===== config.mk =====
export PLATFORM = sky130hd
export DESIGN_NAME = memory_bus_arbiter
export DESIGN_NICKNAME = d
export VERILOG_FILES = /design/src/rtl/memory_bus_arbiter.sv
export SDC_FILE = /design/constraint.sdc
export NUM_CORES = 1
export LEC_CHECK = 0
export CAP_MARGIN = 20
export CORE_MARGIN = 2
export CORE_UTILIZATION = 25
export CTS_CLUSTER_SIZE = 16
export DETAILED_ROUTE_END_ITERATION = 10
export PLACE_DENSITY = 0.81
export SYNTH_ARGS = -nofsm -noshare
export SYNTH_HDL_FRONTEND = slang
export SYNTH_SLANG_ARGS = --single-unit
export TNS_END_PERCENT = 100

===== constraint.sdc =====
create_clock -name clock -period 1.7 [get_ports clock]
set_clock_uncertainty 0.1 [all_clocks]
set_input_delay 0.17 -clock clock [delete_from_list [all_inputs] [get_ports clock]]
set_output_delay 0.17 -clock clock [all_outputs]
set_load 0.01 [all_outputs]

===== src/rtl/memory_bus_arbiter.sv =====
// memory_bus_arbiter
// Shares the single core memory port between the CPU (master 0) and the IOPs
// (masters 1..NUM_MASTERS-1). It produces a registered one-hot grant and steers
// the owner's address, write data and byte enables onto memory. Ownership lasts
// for the whole request, is bounded by MAX_HOLD unless locked, and is always
// followed by one dead turnaround cycle.
module memory_bus_arbiter #(
   parameter int NUM_MASTERS  = 2,
   parameter int MAX_HOLD     = 16,
   parameter bit CPU_PRIORITY = 1'b1
) (
   input  logic                      clock,
   input  logic                      reset,
   input  logic [NUM_MASTERS-1:0]    req,
   input  logic [NUM_MASTERS-1:0]    lock,
   input  logic [NUM_MASTERS*17-1:0] m_addr,
   input  logic [NUM_MASTERS*32-1:0] m_wdata,
   input  logic [NUM_MASTERS*4-1:0]  m_wr_en,
   output logic [NUM_MASTERS-1:0]    grant,
   output logic [2:0]                owner,
   output logic                      busy,
   output logic [15:31]              mem_address,
   output logic [0:31]               mem_data_out,
   output logic [0:3]                mem_wr_en
);

   localparam int HOLD_W = $clog2(MAX_HOLD);
   localparam logic [HOLD_W-1:0] HOLD_LAST = HOLD_W'(MAX_HOLD - 1);

   typedef enum logic [1:0] {
      ST_IDLE    = 2'd0,
      ST_GRANTED = 2'd1,
      ST_TURN    = 2'd2
   } state_t;

   state_t                   state_reg;
   logic [NUM_MASTERS-1:0]   grant_reg;
   logic [2:0]               owner_reg;
   logic                     busy_reg;
   logic [2:0]               rr_ptr_reg;
   logic [HOLD_W-1:0]        hold_cnt_reg;

   // Per-master views of the flattened input buses.
   logic [16:0]              addr_slice  [NUM_MASTERS];
   logic [31:0]              wdata_slice [NUM_MASTERS];
   logic [3:0]               wren_slice  [NUM_MASTERS];
   logic [NUM_MASTERS-1:0]   wr_active;

   // Owner-side signals, selected by the registered owner index.
   logic                     owner_req;
   logic                     owner_lock;
   logic                     owner_wr;
   logic                     others_req;
   logic [16:0]              sel_addr;
   logic [31:0]              sel_wdata;
   logic [3:0]               sel_wren;

   // Arbitration result for the IDLE/TURN states.
   logic                     arb_found;
   logic [2:0]               arb_winner;
   logic [NUM_MASTERS-1:0]   arb_onehot;

   genvar gi;
   generate
      for (gi = 0; gi < NUM_MASTERS; gi++) begin : g_slice
         assign addr_slice[gi]  = m_addr[gi*17 +: 17];
         assign wdata_slice[gi] = m_wdata[gi*32 +: 32];
         assign wren_slice[gi]  = m_wr_en[gi*4 +: 4];
         assign wr_active[gi]   = |m_wr_en[gi*4 +: 4];
      end
   endgenerate

   // Pick out the owner's request, lock, enables and bus values; note any competing request.
   always_comb begin
      owner_req  = 1'b0;
      owner_lock = 1'b0;
      owner_wr   = 1'b0;
      others_req = 1'b0;
      sel_addr   = '0;
      sel_wdata  = '0;
      sel_wren   = '0;
      for (int i = 0; i < NUM_MASTERS; i++) begin
         if (owner_reg == 3'(i)) begin
            owner_req  = req[i];
            owner_lock = lock[i];
            owner_wr   = wr_active[i];
            sel_addr   = addr_slice[i];
            sel_wdata  = wdata_slice[i];
            sel_wren   = wren_slice[i];
         end else begin
            others_req = others_req | req[i];
         end
      end
   end

   // Winner: CPU first when prioritised, otherwise the first requester after the last winner.
   always_comb begin
      arb_found  = 1'b0;
      arb_winner = '0;
      if (CPU_PRIORITY && req[0]) begin
         arb_found  = 1'b1;
         arb_winner = '0;
      end else begin
         for (int off = 1; off <= NUM_MASTERS; off++) begin
            for (int i = 0; i < NUM_MASTERS; i++) begin
               if (!arb_found && req[i] &&
                   (i == (int'(rr_ptr_reg) + off) % NUM_MASTERS)) begin
                  arb_found  = 1'b1;
                  arb_winner = 3'(i);
               end
            end
         end
      end
      arb_onehot = NUM_MASTERS'(1) << arb_winner;
   end

   // Ownership FSM: grant, release, hold-time preemption and the turnaround cycle.
   always_ff @(posedge clock) begin
      if (reset) begin
         state_reg    <= ST_IDLE;
         grant_reg    <= '0;
         owner_reg    <= '0;
         busy_reg     <= 1'b0;
         rr_ptr_reg   <= '0;
         hold_cnt_reg <= '0;
      end else begin
         case (state_reg)
            ST_IDLE, ST_TURN: begin
               if (arb_found) begin
                  grant_reg    <= arb_onehot;
                  owner_reg    <= arb_winner;
                  busy_reg     <= 1'b1;
                  rr_ptr_reg   <= arb_winner;
                  hold_cnt_reg <= '0;
                  state_reg    <= ST_GRANTED;
               end else begin
                  grant_reg    <= '0;
                  busy_reg     <= 1'b0;
                  state_reg    <= ST_IDLE;
               end
            end
            ST_GRANTED: begin
               // A preemption waits until the owner is not writing this cycle.
               if (!owner_req ||
                   ((hold_cnt_reg == HOLD_LAST) && !owner_lock && others_req && !owner_wr)) begin
                  grant_reg <= '0;
                  busy_reg  <= 1'b0;
                  state_reg <= ST_TURN;
               end else if (hold_cnt_reg != HOLD_LAST) begin
                  hold_cnt_reg <= hold_cnt_reg + 1'b1;
               end
            end
            default: begin
               grant_reg <= '0;
               busy_reg  <= 1'b0;
               state_reg <= ST_IDLE;
            end
         endcase
      end
   end

   assign grant        = grant_reg;
   assign owner        = owner_reg;
   assign busy         = busy_reg;
   assign mem_address  = busy_reg ? sel_addr  : '0;
   assign mem_data_out = busy_reg ? sel_wdata : '0;
   assign mem_wr_en    = busy_reg ? sel_wren  : '0;

endmodule


==> results.sh <==
export IMPL_dpl_worst_slack_ns=-0.0802
export IMPL_nFillCells=506
export IMPL_largest_reg_flops=4
export IMPL_crit_required_ns=1.43
export IMPL_synthAdderAreaFrac_pct=0.868
export IMPL_timing_final_ws_setup_ns=0.0506
export IMPL_hpwl_um=5260
export IMPL_drt_initial_drc_count=57
export IMPL_htree_levels=1
export IMPL_status="finished clean"
export IMPL_grt_start_max_net_pins=33
export IMPL_clockBufferDepth=2
export IMPL_grt_pass1_vias=1788
export IMPL_synth_cells=177
export IMPL_avgSynthCellArea_um2=8.14
export IMPL_power_per_cell_area_mw_per_mm2=431
export IMPL_wl_um=6460
export IMPL_yosysUniqueCellTypes=30
export IMPL_setup_viol=0
export IMPL_power_leakage_nw=1.34
export IMPL_seq_power_share_pct=18.6
export IMPL_clock_power_share_pct=21.3
export IMPL_via_count=1932
export IMPL_cts_sinks=10
export IMPL_grt_pass1_wl_um=9270
export IMPL_clkTransAtPathRegs_ns=0.05
export IMPL_synth_xor_area_share_pct=0
export IMPL_maxCapViolations=0
export IMPL_combPwrFrac_pct=60.1
export IMPL_cts_tree="built"
export IMPL_rows=27
export IMPL_antenna_cells=0
export IMPL_root_buffer="clkbuf_8"
export IMPL_core_area_mm2=0.00554
export IMPL_die_h_um=79.9
export IMPL_synth_edf_count=0
export IMPL_synth_main_ff_cell="dfxtp_1"
export IMPL_ant_nets=0
export IMPL_post_route_util_pct=60.1
export IMPL_hold_viol_final=0
export IMPL_grt_setup_unrepaired="true"
export IMPL_cp_arrival_ns=1.38
export IMPL_critPathMaxStageDelay_ns=0.39
export IMPL_cp_slowest_cell="dfxtp_4"
export IMPL_synthMuxAreaShare_pct=39.1
export IMPL_endpoint_kind="output port"
export IMPL_crit_path_start="rr_ptr_reg[0]$_SDFFE_PP0P_"
export IMPL_synthArstFlopShare_pct=0
export IMPL_cp_max_fo=8
export IMPL_ys_ff_latch=10
export IMPL_gp_congestion=0.765
export IMPL_p_sw_share_pct=30.3
export IMPL_min_from="grant[0]$_SDFFE_PP0P_"
export IMPL_ir_drop_v=0.000351
export IMPL_drv_slew=0
export IMPL_layout_drive_gt1_share_pct=12.4
export IMPL_port_buffers=168
export IMPL_synth_top_family_by_area="multiplexers"
export IMPL_synth_simple_gate_area_share_pct=34.0
export IMPL_path_cells="buf_12 -> buf_4 -> mux2i_1 -> nor2b_1 -> dlygate4sd2_1"
export IMPL_drt_pre_antenna_iters=4
export IMPL_grtUsageTotal_pct=18.3
export IMPL_internal_power_w=0.00100
export IMPL_areaGrowthSynthToFinish_pct=131
export IMPL_antenna_found_initial=0
export IMPL_route_detailed_drc=0
export IMPL_maxClockFrequency_ghz=0.606
export IMPL_clk_latency_ns=0.24
export IMPL_start_util_pct=26.0
export IMPL_ys_seq_area_share_pct=13.9
export IMPL_holdBufCountCts=0
export IMPL_p_sw_w=0.000435
export IMPL_synth_compound_area_share_pct=5.82
export IMPL_hold_class="register to register"
export IMPL_grt_ovfl_total=0
export IMPL_r2r_start="rr_ptr_reg[0]$_SDFFE_PP0P_"
export IMPL_period_needed_ns=1.65
export IMPL_ys_warnings_count=0
export IMPL_cp_start_kind="register"
export IMPL_fin_nets=469
export IMPL_vias_per_cell=4.52
export IMPL_die_w_um=79.9
export IMPL_fin_crit_sh_pct=97.0
export IMPL_regArea_um2=204
export IMPL_multi_input_area_mm2=0.00117
export IMPL_critical_path_class="register to output port"
export IMPL_wl_per_cell_um=15.1
export IMPL_syn_area_mm2=0.00144
export IMPL_cts_buffers=3
export IMPL_die_area_mm2=0.00639
export IMPL_io_pins=171
critical path: cells and delay by family, from the launching register on:
kind / cells / cell delay [ns]
muxes: 1 / 0.17
DFF: 1 / 0.39
and+or+nand+nor: 1 / 0.06
buffers and inverters: 3 / 0.51
cells in the mapped netlist, types with 2 or more instances:
cell,count,area (um^2)
mux2i_1,55,551
nor2b_1,53,332
dfxtp_1,10,200
buf_4,8,60.1
nand2_1,8,30.0
clkbuf_1,5,18.8
nor2_1,4,15.0
o21ai_1,4,20.0
nor4_1,3,18.8
a211oi_1,2,15.0
a21oi_1,2,10.0
inv_1,2,7.51
nand3_1,2,10.0
nand3b_1,2,15.0
nor3_2,2,20.0
power by group through the flow:
stage | Clock (W) | Combinational, W | Sequential, W
2_1_floorplan | 0 | 0.000349 | 0.000271
5_1_grt | 0.000323 | 0.000922 | 0.000270
3_5_place_dp | 0 | 0.000892 | 0.000272
4_1_cts | 0.000311 | 0.000834 | 0.000267
6_report | 0.000306 | 0.000863 | 0.000267
3_3_place_gp | 0 | 0.000878 | 0.000271
what timing repair did:
item | 4_1_cts | 5_1_grt
resized for setup | 60 | 54
setup endpoints to repair | 53 | 36
setup buffers | 4 | 6
final cells by class:
| cell class | instances | share of cell area, % |
|---|---|---|
| Timing Repair Buffer | 186 | 54.2 |
| Multi-Input combinational cell | 153 | 35.1 |
| Sequential cell | 10 | 6.12 |
| Tap cell | 72 | 2.70 |
| Clock buffer | 4 | 1.65 |
| Inverter | 2 | 0.225 |
layout by cell type, fill, tap and decap left out, types with 3 or more instances in the layout:
| master | n |
|---|---|
| clkdlybuf4s50_1 | 115 |
| nor2b_1 | 53 |
| mux2i_1 | 52 |
| clkdlybuf4s15_1 | 28 |
| dlygate4sd2_1 | 12 |
| buf_4 | 12 |
| dfxtp_1 | 9 |
| clkbuf_2 | 9 |
| nand2_1 | 8 |
| mux2i_2 | 4 |
| nor2_1 | 4 |
| o21ai_1 | 4 |
| clkbuf_8 | 4 |
| buf_12 | 4 |
| nor4_1 | 3 |
| buf_2 | 3 |
logic make-up (layout without fill, tap and decap cells):
group                    count (synthesis)  after routing
multiplexers                            56             56
AO/OA/AOI/OAI                           13             13
buffers and inverters                   15            192
flip-flops                              10             10
adder cells (fa/ha/maj)                  1              1
other                                    1              2
AND/OR/NAND/NOR                         81             81
worst paths after layout:
| path | slack (ns) | cells after the start | end |
|---|---|---|---|
| setup / recovery | 0.05 | 5 | mem_data_out[13] |
| hold / removal | 0.35 | 2 | grant[0]$_SDFFE_PP0P_ |
| hold reg to reg | 0.35 | 2 | grant[0]$_SDFFE_PP0P_ |
| setup reg to reg | 0.18 | 6 | grant[1]$_SDFFE_PP0P_ |
per-layer routing:
| metal | up-vias | track usage (%) | routed length [um] |
|---|---|---|---|
| met5 | - | 0 | 0 |
| met4 | 0 | 4.92 | 118 |
| met3 | 15 | 3.39 | 457 |
| met2 | 80 | 33.8 | 3360 |
| met1 | 876 | 21.3 | 2520 |
| li1 | 961 | - | - |
per-stage QoR:
stage          cell area (um^2)  hold slack (ns)  std cells  power [W]  TNS [ns]
2_1_floorplan              1450            0.148        178   0.000620         0
3_3_place_gp               3250            0.344        413    0.00115   -0.0238
3_5_place_dp               3250            0.347        413    0.00116    -0.329
4_1_cts                    3270            0.355        421    0.00141    -0.481
5_1_grt                    3330            0.375        427    0.00151   -0.0448
6_report                   3330            0.349        427    0.00144         0
Note: power is estimated with default switching activity, not from simulation.
